[src/rtl/layer00_out_writer_pkg.sv]
// layer00_out_writer_pkg: shared pixel/word geometry and writer FSM states
package layer00_out_writer_pkg;
  localparam int PIX_W  = 8;
  localparam int PACK_N = 4;
  localparam int WORD_W = PIX_W * PACK_N;
  localparam int LANE_W = $clog2(PACK_N);
  typedef enum logic [1:0] {IDLE = 2'd0, RUN = 2'd1, FLUSH = 2'd2, DONE = 2'd3} state_e;
endpackage

[src/rtl/layer00_out_writer_if.sv]
// layer00_out_writer_if: pooled-pixel input and BRAM write/status bundle
interface layer00_out_writer_if import layer00_out_writer_pkg::*; #(
  parameter int ADDR_W = 12
) ();
  logic              i_start;
  logic              i_vld;
  logic [PIX_W-1:0]  i_data;
  logic              o_we;
  logic [ADDR_W-1:0] o_addr;
  logic [WORD_W-1:0] o_wdata;
  logic              o_busy;
  logic              o_done;
  modport master (output i_start, i_vld, i_data, input o_we, o_addr, o_wdata, o_busy, o_done);
  modport slave  (input i_start, i_vld, i_data, output o_we, o_addr, o_wdata, o_busy, o_done);
endinterface

[src/rtl/layer00_out_writer_pix_packer.sv]
// layer00_out_writer_pix_packer: lane counter and little-endian 4-pixel word assembly
module layer00_out_writer_pix_packer import layer00_out_writer_pkg::*; (
  input  logic              clk,
  input  logic              rstn,
  input  logic              clr,
  input  logic              push,
  input  logic [PIX_W-1:0]  data,
  output logic [WORD_W-1:0] word,
  output logic              full,
  output logic [LANE_W-1:0] lane
);
  logic [WORD_W-1:0] acc_q;
  // word already contains the pixel being pushed so a completing push can be registered directly
  always_comb begin
    word = acc_q;
    if (push) word[lane*PIX_W +: PIX_W] = data;
  end
  assign full = push && lane == LANE_W'(PACK_N - 1);
  always_ff @(posedge clk or negedge rstn) begin
    if (!rstn) begin
      acc_q <= '0;
      lane  <= '0;
    end else if (clr || full) begin
      acc_q <= '0;
      lane  <= '0;
    end else if (push) begin
      acc_q <= word;
      lane  <= lane + 1'b1;
    end
  end
endmodule

[src/rtl/layer00_out_writer.sv]
// layer00_out_writer: packs pooled pixels into 32-bit words and writes them to the output BRAM
module layer00_out_writer import layer00_out_writer_pkg::*; #(
  parameter int PIX_PER_FRAME = 16384,
  parameter int ADDR_W        = 12,
  parameter int BASE_ADDR     = 0
) (
  input logic clk,
  input logic rstn,
  layer00_out_writer_if.slave bus
);
  localparam int CNT_W = $clog2(PIX_PER_FRAME + 1);
  state_e            state, nxt;
  logic [CNT_W-1:0]  cnt;
  logic [ADDR_W-1:0] addr_q, addr_r;
  logic [WORD_W-1:0] wdata_q, pk_word;
  logic [LANE_W-1:0] lane;
  logic              we_q, acc, last, full, flush_we;
  assign acc  = state == RUN && bus.i_vld && !bus.i_start;
  assign last = acc && cnt == CNT_W'(PIX_PER_FRAME - 1);
  layer00_out_writer_pix_packer u_pack (
    .clk  (clk),
    .rstn (rstn),
    .clr  (bus.i_start || state == FLUSH),
    .push (acc),
    .data (bus.i_data),
    .word (pk_word),
    .full (full),
    .lane (lane)
  );
  // the final word always gets a FLUSH cycle so o_done trails the last write by exactly one cycle
  always_comb begin
    nxt = bus.i_start ? RUN : state == RUN ? (last ? FLUSH : RUN) : state == FLUSH ? DONE : IDLE;
  end
  always_ff @(posedge clk or negedge rstn) begin
    if (!rstn) begin
      state   <= IDLE;
      cnt     <= '0;
      addr_q  <= ADDR_W'(BASE_ADDR);
      addr_r  <= '0;
      wdata_q <= '0;
      we_q    <= 1'b0;
    end else begin
      state <= nxt;
      we_q  <= acc && full;
      if (bus.i_start) begin
        cnt    <= '0;
        addr_q <= ADDR_W'(BASE_ADDR);
      end else if (acc) begin
        cnt <= cnt + 1'b1;
        if (full || last) begin
          wdata_q <= pk_word;
          addr_r  <= addr_q;
          addr_q  <= addr_q + 1'b1;
        end
      end
    end
  end
  // a partial word still sits in the packer during FLUSH; an abort in that cycle drops it
  assign flush_we    = state == FLUSH && lane != '0 && !bus.i_start;
  assign bus.o_we    = we_q || flush_we;
  assign bus.o_addr  = addr_r;
  assign bus.o_wdata = wdata_q;
  assign bus.o_busy  = state == RUN || state == FLUSH;
  assign bus.o_done  = state == DONE;
endmodule

[src/flat_wrapper.sv]
// flat-port wrapper written by rule: the top's interface ports become plain ports
module layer00_out_writer_flat import layer00_out_writer_pkg::*;
#(
  parameter int PIX_PER_FRAME = 16384,
  parameter int ADDR_W        = 12,
  parameter int BASE_ADDR     = 0
)
  (clk, rstn, bus_i_start, bus_i_vld, bus_i_data, bus_o_we, bus_o_addr, bus_o_wdata, bus_o_busy, bus_o_done);
  layer00_out_writer_if #(.ADDR_W(ADDR_W)) bus_i ();
  input logic clk;
  input logic rstn;
  input wire logic [$bits(bus_i.i_start)-1:0] bus_i_start;
  input wire logic [$bits(bus_i.i_vld)-1:0] bus_i_vld;
  input wire logic [$bits(bus_i.i_data)-1:0] bus_i_data;
  output wire logic [$bits(bus_i.o_we)-1:0] bus_o_we;
  output wire logic [$bits(bus_i.o_addr)-1:0] bus_o_addr;
  output wire logic [$bits(bus_i.o_wdata)-1:0] bus_o_wdata;
  output wire logic [$bits(bus_i.o_busy)-1:0] bus_o_busy;
  output wire logic [$bits(bus_i.o_done)-1:0] bus_o_done;
  assign bus_i.i_start = bus_i_start;
  assign bus_i.i_vld = bus_i_vld;
  assign bus_i.i_data = bus_i_data;
  assign bus_o_we = bus_i.o_we;
  assign bus_o_addr = bus_i.o_addr;
  assign bus_o_wdata = bus_i.o_wdata;
  assign bus_o_busy = bus_i.o_busy;
  assign bus_o_done = bus_i.o_done;
  layer00_out_writer #(.PIX_PER_FRAME(PIX_PER_FRAME), .ADDR_W(ADDR_W), .BASE_ADDR(BASE_ADDR)) u_core (.clk(clk), .rstn(rstn), .bus(bus_i));
endmodule
[config.mk]
export PLATFORM = sky130hd
export DESIGN_NAME = layer00_out_writer_flat
export DESIGN_NICKNAME = d
export VERILOG_FILES = /design/src/rtl/layer00_out_writer_pkg.sv /design/src/rtl/layer00_out_writer_if.sv /design/src/rtl/layer00_out_writer_pix_packer.sv /design/src/rtl/layer00_out_writer.sv /design/src/flat_wrapper.sv
export SDC_FILE = /design/constraint.sdc
export NUM_CORES = 1
export LEC_CHECK = 0
export ABC_CLOCK_PERIOD_IN_PS = 2800
export CAP_MARGIN = 25
export CORE_ASPECT_RATIO = 1.5
export CORE_MARGIN = 1
export CORE_UTILIZATION = 52
export CTS_BUF_LIST = sky130_fd_sc_hd__clkbuf_8
export CTS_CLUSTER_DIAMETER = 100
export DETAILED_ROUTE_END_ITERATION = 10
export GPL_TIMING_DRIVEN = 0
export PLACE_DENSITY = 0.75
export SYNTH_ARGS = -nofsm -noshare
export SYNTH_HDL_FRONTEND = slang
export SYNTH_SLANG_ARGS = --single-unit
export TNS_END_PERCENT = 100
[constraint.sdc]
create_clock -name clk -period 2.8 [get_ports clk]
set_input_delay 0.56 -clock clk [delete_from_list [all_inputs] [get_ports clk]]
set_output_delay 0.56 -clock clk [all_outputs]
set_load 0.1 [all_outputs]
* Word level (Yosys, flattened, before mapping) *
Cells that the tools add are included.

word-level totals
  register bits after elaboration = 108
  input port bits = 12

operators by class
  bitwise logic cells = 1
  shift operators = 2
  add/subtract/negate cells = 4
  eq/ne operators = 5
  reductions and logical operators = 19
  mux-type cells = 14

operators with widths
  kind                                                                      number
  32-bit two-way mux                                                        2
  12-bit two-way mux                                                        3
  5-bit negator with 34-bit output                                          1
  8-bit by 34-bit variable shift with 32-bit output (first input constant)  1
  8-bit by 34-bit variable part select with 32-bit output                   1
  32-bit bitwise mux                                                        1
  15-bit two-way mux                                                        2
  15-bit by 1-bit adder with 15-bit output (second input constant)          1
  15-bit by 14-bit == test with 1-bit output (second input constant)        1
  12-bit by 1-bit adder with 12-bit output (second input constant)          1
  2-bit two-way mux                                                         6
  2-bit nonzero test                                                        4
  1-bit logical AND                                                         7
  2-bit == test (second input constant)                                     3
  1-bit logical OR                                                          5
  3-bit AND reduction                                                       1
  2-bit by 1-bit adder with 2-bit output (second input constant)            1
  2-bit by 1-bit == test with 1-bit output (second input constant)          1
  2-bit AND reduction                                                       1
  1-bit logical NOT                                                         1
  1-bit inverter                                                            1

* Logic depth before layout (Yosys ltp) *
Gate-level depths: netlist of run 1.

  depth in word-level cells = 8
  gate-level depth with buffers = 8
  mapped depth without buffers = 6

* By module *
From an unflattened synthesis of run 1, not the netlist that was laid out.

second synthesis, totals
  cells, all modules = 413
  area total of the unflattened synthesis = 5,014.8 um^2

by module, submodules not included
  module                         sequential area each (um^2)  instances  cells an instance  area an instance (um^2)
  layer00_out_writer             1,851.8                      1          263                3,269.4
  layer00_out_writer_pix_packer  850.8                        1          150                1,745.4

* Worst setup path after synthesis of run 1 *
OpenSTA, ideal clock, no wires.

  path type = in2out
  start = input bus_i_start
  end = output bus_o_we
  setup slack = 0.473 ns
  cell stages on the path = 4
  required time = 2.240 ns
  arrival = 1.767 ns
  path buffers = 2
  cells stage by stage = clkbuf_1 -> clkbuf_1 -> nor2_1 -> a21o_1

on the way
  cells in the longest elaborated chain, start to end = 3

ends and longest elaborated chain
  what                RTL line                  source
  start: declaration  flat_wrapper.sv:12        input wire logic [$bits(bus_i.i_start)-1:0] bus_i_start;
  1-bit logical NOT   layer00_out_writer.sv:59  assign flush_we = state == FLUSH && lane != '0 && !bus.i_start;
  1-bit logical AND   layer00_out_writer.sv:59
  1-bit logical OR    layer00_out_writer.sv:60  assign bus.o_we = we_q || flush_we;
  end: declaration    flat_wrapper.sv:15        output wire logic [$bits(bus_i.o_we)-1:0] bus_o_we;

Every way passes these cells.

* Final worst setup path of run 1 *
  start = register u_core.state[0]
  end = output bus_o_done

on the way
  cells in the longest elaborated chain, start to end = 1

ends and longest elaborated chain
  what                      RTL line                  source
  start: declaration        layer00_out_writer.sv:12  state_e state, nxt;
  start signal: assignment  layer00_out_writer.sv:43  state <= nxt;
  2-bit == test             layer00_out_writer.sv:64  assign bus.o_done = state == DONE;
  end: declaration          flat_wrapper.sv:19        output wire logic [$bits(bus_i.o_done)-1:0] bus_o_done;

Every way passes these cells.

==> results.json, run 1 <==
{
  "status": "complete, no violations",
  "ys_seq_elements": 108,
  "rsz0062_at_grt": "false",
  "grt_pass1_wl_um": 18400,
  "io_buffers": 57,
  "synthDistinctLibCells": 43,
  "ant_nets": 0,
  "numCtsBuffers": 9,
  "cts_tree": "built",
  "viasPerCell": 6.02,
  "pwr-share-seq_pct": 48.0,
  "synth_compound_area_share_pct": 15.7,
  "worstPathCellList": "ha_1 -> clkdlybuf4s50_1",
  "track_usage_pct": 24.7,
  "crit_path_end_kind": "primary output",
  "syn_area_per_cell_um2": 11.6,
  "clk_path_buf_depth": 2,
  "crit_slowest_cell": "clkdlybuf4s50_1",
  "yosysTopAreaCell": "dfrtp_1",
  "internal-power_w": 0.00225,
  "slew_violations": 0,
  "combinationalPowerShare_pct": 25.2,
  "drt_first_iter_violations": 180,
  "rows": 43,
  "ir_worst_vdd_mv": 0.483,
  "area_growth_pct": 18.6,
  "dieHeight_um": 121,
  "fill_cells": 769,
  "critical_path_class": "register to primary output",
  "antenna_found_initial": 0,
  "power.leakage_nw": 2.61,
  "grt-ovfl-total": 0,
  "drcViolationCount": 0,
  "synth_top_family_by_area": "compound AO/OA/AOI/OAI gates",
  "setup_tns_ns": 0,
  "fmax_ghz": 0.384,
  "seq_area_mm2": 0.00270,
  "synthAdderAreaFrac_pct": 2.53,
  "slew_headroom_pct": 34.2,
  "start_util_pct": 53.5,
  "p_sw_share_pct": 36.5,
  "fp.dieW_um": 81.7,
  "dieArea_mm2": 0.00992,
  "gp_congestion": 0.828,
  "max_cap_violations": 0,
  "fin_nets": 516,
  "clk_pin_slew_ns": 0.10,
  "setup_viol": 0,
  "postCtsHoldBufs": 0,
  "grt_max_degree": 74,
  "routedWlPerCell_um": 18.2,
  "critPathLaunchType": "register",
  "synthTopCellsByArea": "dfrtp_1 55%, a22o_1 8.0%, mux2_2 8.0%",
  "hold_class": "input port to asynchronous set/reset pin",
  "core_mm2": 0.00925,
  "vias": 3681,
  "synth-simple-area-share_pct": 13.5,
  "cp_max_fo": 3,
  "hold_viol_final": 0,
  "period_minus_slack_ns": 2.61,
  "synthMuxAreaShare_pct": 8.39,
  "clock_sinks": 108,
  "synth_edf_count": 0,
  "synth-main-ff-cell": "dfrtp_1",
  "synth_warnings": 0,
  "worstPathArrival_ns": 2.05,
  "final_common_cell": "dfrtp_1",
  "dp_hpwl_um": 7780,
  "syn-num-nets": 448,
  "netlist.area_leader.share_pct": 54.6,
  "critPathBufInv": 1,
  "mostFrequentLayoutCells": "108 x dfrtp_1, 54 x clkdlybuf4s50_1, 45 x a22o_1, 35 x mux2_2, 30 x a21oi_1",
  "final_util_pct": 63.4,
  "p_clk_share_pct": 26.8,
  "synth_area_mm2": 0.00495,
  "ys_seq_area_share_pct": 54.6,
  "clock-skew-final_ns": 0.00588,
  "multi_input_area_mm2": 0.00208,
  "num_io_pins": 59,
  "htree_num_levels": 3,
  "cts_root_buf": "clkbuf_8",
  "worstMarginPinSlew_ns": 0.984,
  "num_antenna_cells": 0,
  "powerDensity_mw_per_mm2": 602,
  "wl_um": 11100,
  "min_period_over_period_pct": 93.0,
  "path_delay_family": "buffers and inverters",
  "synthXorXnorAreaFrac_pct": 1.95,
  "slowest_delay_ns": 1.12,
  "clkLatencyLatePin_ns": 0.38,
  "power_switching_w": 0.00129,
  "grt_pass1_vias": 3726,
  "async_reset_ff_share_pct": 100,
  "required_ns": 2.24,
  "syn_inst": 426,
  "drtPass1Iterations": 4,
  "layout-drive-gt1-share_pct": 12.4
}
## power groups by stage
stage / Clock (W) / Sequential, W / Combinational [W]
after floorplan: 0 / 0.00210 / 0.000248
after global placement: 0 / 0.00172 / 0.000876
after detailed placement: 0 / 0.00173 / 0.000892
after CTS: 0.000965 / 0.00170 / 0.000892
after global routing: 0.00102 / 0.00170 / 0.000943
final: 0.000947 / 0.00170 / 0.000889
## synthesized netlist by cell type (3+ instances only)
master and n:
xor2_1 6, a31oi_1 11, buf_6 4, or3_1 3, or4_1 9, ha_1 10, nand4_1 9, dfrtp_1 108
nand2_1 17, and2_1 8, xnor2_1 5, nor2b_1 13, and3_1 5, o31ai_1 9, a21oi_1 30, nor4_1 3
o21ai_1 3, nand3_1 11, mux2_2 35, a22o_1 45, clkbuf_1 17, o21ai_0 6, inv_1 12, nor3_1 3
and4_1 7, nor2_1 20
## per-layer routing
metal	global-route usage, %	wire [µm]	vias to the layer above
met5	0	0	-
met4	6.91	138	0
met3	5.49	331	8
met2	42.4	5900	73
met1	30.7	4750	1894
li1	-	-	1706
## kinds of logic (layout without fill, tap and decap cells)
group / Yosys count / count (layout)
AOI/OAI and AO/OA: 110 / 110
xor gates and xnor gates: 11 / 11
adders and majority gates: 10 / 10
buffers and inverters: 36 / 109
DFF: 108 / 108
muxes: 37 / 37
and+or+nand+nor: 114 / 114
## worst reg2reg max path, delay by kind of cell, from the launching register on
kind / cells / cell delay, ns
AOI/OAI and AO/OA: 1 / 0.21
adders and majority gates: 1 / 0.38
buffers and inverters: 3 / 0.77
DFF: 1 / 0.51
and+or+nand+nor: 3 / 0.63
## sequential cells by signal, indices dropped and copies added (netlist names)
signal	flops
u_core.we_q	1
u_core.u_pack.lane	2
u_core.addr_q	12
u_core.bus.o_addr	12
u_core.cnt	15
u_core.u_pack.acc_q	32
u_core.state	2
u_core.bus.o_wdata	32
## worst paths after layout
kind	startpoint	to	slack (ns)	cells after the start
setup / recovery	u_core.state[0]	bus_o_done	0.19	2
setup reg to reg	u_core.u_pack.lane[0]	u_core.u_pack.acc_q[17]	0.24	8
min in group clk	u_core.u_pack.acc_q[14]	u_core.u_pack.acc_q[14]	0.49	2
hold / removal	rstn	u_core.state[1]	0.13	1
max in group asynchronous	rstn	u_core.bus.o_wdata[9]	1.94	2
hold reg to reg	u_core.u_pack.acc_q[14]	u_core.u_pack.acc_q[14]	0.49	2
## stage by stage
stage	power (W)	setup WS, ns	hold slack, ns	instance area, µm²	instances
after floorplan	0.00235	0.473	0.264	4950	426
after global placement	0.00260	-2.82	0.464	5660	595
after detailed placement	0.00262	-0.442	0.475	5690	596
after CTS	0.00355	0.0104	0.132	5870	611
after global routing	0.00367	0.0137	0.147	5870	611
final	0.00353	0.195	0.128	5870	611
## final cells by class
| type | instances | share of cell area (%) |
|---|---|---|
| Clock buffer | 9 | 2.11 |
| Clock inverter | 7 | 1.15 |
| Tap cell | 112 | 2.39 |
| Inverter | 13 | 0.831 |
| Multi-Input combinational cell | 282 | 35.5 |
| Timing Repair Buffer | 58 | 10.1 |
| Sequential cell | 108 | 46.0 |
| Buffer | 22 | 1.94 |
## what timing repair did
action                     4_1_cts  5_1_grt
setup endpoints to repair        2        1
gates resized for setup          5        2
setup buffers                    0        0
No activity file was read; power rests on OpenSTA's default activity.
==> run 2: changes to the inputs <==
- REMOVE_ABC_BUFFERS: default -> 1
==> results.json, run 2 (synthesized netlist as in run 1, its figures left out) <==
{
  "status": "complete, no violations",
  "setup_slack_ns": 0.192,
  "ir_worst_vdd_mv": 0.466,
  "core_mm2": 0.00925,
  "grt_pass1_vias": 3530,
  "num_io_pins": 59,
  "final_common_cell": "dfrtp_1",
  "min_period_over_period_pct": 93.1,
  "internal-power_w": 0.00218,
  "dieHeight_um": 121,
  "dieArea_mm2": 0.00992,
  "grt_pass1_wl_um": 17600,
  "worstPathCellList": "ha_1 -> clkdlybuf4s50_1",
  "clock-skew-final_ns": 0.0121,
  "path_delay_family": "buffers and inverters",
  "ant_nets": 0,
  "fin_nets": 500,
  "fmax_ghz": 0.383,
  "slowest_delay_ns": 1.12,
  "setup_viol": 0,
  "area_growth_pct": 18.2,
  "clk_pin_slew_ns": 0.10,
  "use_met2_pct": 37.4,
  "clock_sinks": 108,
  "worstPathArrival_ns": 2.05,
  "rsz0062_at_grt": "false",
  "cts_tree": "built",
  "fp.dieW_um": 81.7,
  "powerDensity_mw_per_mm2": 596,
  "busiest_layer": "met2",
  "routedWlPerCell_um": 17.4,
  "vias": 3590,
  "start_util_pct": 53.5,
  "critPathBufInv": 1,
  "critical_path_class": "register to primary output",
  "power.total_w": 0.00349,
  "clk_path_buf_depth": 2,
  "dp_hpwl_um": 7080,
  "mostFrequentLayoutCells": "108 x dfrtp_1, 54 x clkdlybuf4s50_1, 45 x a22o_1, 35 x mux2_2, 30 x a21oi_1",
  "viasPerCell": 6.03,
  "drtPass1Iterations": 4,
  "period_minus_slack_ns": 2.61,
  "p_clk_share_pct": 25.8,
  "cp_max_fo": 3,
  "grt_use_met1_pct": 31.4,
  "numCtsBuffers": 9,
  "clkLatencyLatePin_ns": 0.39,
  "cts_root_buf": "clkbuf_8",
  "htree_num_levels": 3,
  "critPathLaunchType": "register",
  "slew_headroom_pct": 31.9,
  "worstMarginPinSlew_ns": 1.01,
  "crit_path_end_kind": "primary output",
  "power.leakage_nw": 2.61,
  "combinationalPowerShare_pct": 25.6,
  "drcViolationCount": 0,
  "max_cap_violations": 0,
  "pwr-share-seq_pct": 48.6,
  "rows": 43,
  "grt-ovfl-total": 0,
  "hold_viol_final": 0,
  "crit_slowest_cell": "clkdlybuf4s50_1",
  "io_buffers": 58,
  "required_ns": 2.24,
  "grtUsageMet3_pct": 4.66,
  "drt_first_iter_violations": 252,
  "wl_um": 10300,
  "slew_violations": 0,
  "num_antenna_cells": 0,
  "power_switching_w": 0.00131,
  "hold_class": "input port to asynchronous set/reset pin",
  "antenna_found_initial": 0,
  "p_sw_share_pct": 37.5,
  "gp_congestion": 0.815,
  "grt_max_degree": 62,
  "track_usage_pct": 23.6,
  "layout-drive-gt1-share_pct": 13.9,
  "pre_cts_ws_ns": -0.639
}
[run 2: changes by cell type in the layout (fill, tap and decap cells not counted), moves of 2 or more]
| cell | delta |
|---|---|
| clkinv_4 | +2 |
| inv_6 | +3 |
| clkbuf_1 | -16 |
| clkinv_2 | -3 |
| buf_6 | -4 |
| buf_8 | +2 |
[run 2: worst paths after layout]
path	from	endpoint	slack [ns]	depth (start not counted)
hold / removal	rstn	u_core.cnt[7]	0.19	1
setup / recovery	u_core.state[1]	bus_o_done	0.19	2
setup reg to reg	u_core.u_pack.lane[0]	u_core.u_pack.acc_q[7]	0.23	7
hold reg to reg	u_core.u_pack.acc_q[14]	u_core.u_pack.acc_q[14]	0.49	2
min in group clk	u_core.u_pack.acc_q[14]	u_core.u_pack.acc_q[14]	0.49	2
max in group asynchronous	rstn	u_core.bus.o_wdata[12]	1.92	2
[run 2: area by class of cell]
| type | instances | area [µm²] |
|---|---|---|
| Timing Repair Buffer | 64 | 668 |
| Clock buffer | 9 | 124 |
| Multi-Input combinational cell | 282 | 2110 |
| Fill cell | 763 | 3400 |
| Inverter | 13 | 48.8 |
| Sequential cell | 108 | 2700 |
| Clock inverter | 7 | 58.8 |
| Tap cell | 112 | 140 |
[run 2: power by group through the flow]
stage	registers (W)	logic [W]	clock network (W)
6_report	0.00169	0.000891	0.000901
5_1_grt	0.00170	0.000945	0.000992
4_1_cts	0.00169	0.000893	0.000926
3_5_place_dp	0.00172	0.000885	0
3_3_place_gp	0.00172	0.000861	0
2_1_floorplan	0.00210	0.000231	0
[run 2: worst reg2reg max path, stage by stage, from the launching register on]
cell and delay (ns):
dfrtp_1 0.53, inv_1 0.16, ha_2 0.35, nor4bb_2 0.52, buf_2 0.26, inv_1 0.05
nor2_1 0.41, a22o_1 0.23
[run 2: stage by stage]
step / hold slack, ns / utilization [%] / std cells / area [µm²] / setup TNS (ns)
2_1_floorplan: 0.264 / - / 403 / 4830 / -2.68
3_3_place_gp: 0.465 / 60.0 / 573 / 5550 / -375.47
3_5_place_dp: 0.470 / 61.0 / 578 / 5650 / -15.87
4_1_cts: 0.208 / 63.2 / 595 / 5850 / 0
5_1_grt: 0.226 / 63.2 / 595 / 5850 / 0
6_report: 0.185 / 63.2 / 595 / 5850 / 0
[run 2: repair_timing]
| item | in CTS | in global routing |
|---|---|---|
| resized for setup | 9 | 3 |
| hold endpoints to repair | 0 | 0 |
| setup endpoints to repair | 33 | 16 |
| hold buffers | 0 | 0 |
| pin swaps | 1 | 0 |
| setup buffers | 1 | 0 |
[run 2: routing by layer]
| metal | share of wire, % | vias up |
|---|---|---|
| met4 | 1.8 | 0 |
| met3 | 4.7 | 13 |
| met1 | 42 | 1792 |
| li1 | - | 1681 |
| met5 | 0 | - |
| met2 | 51 | 104 |
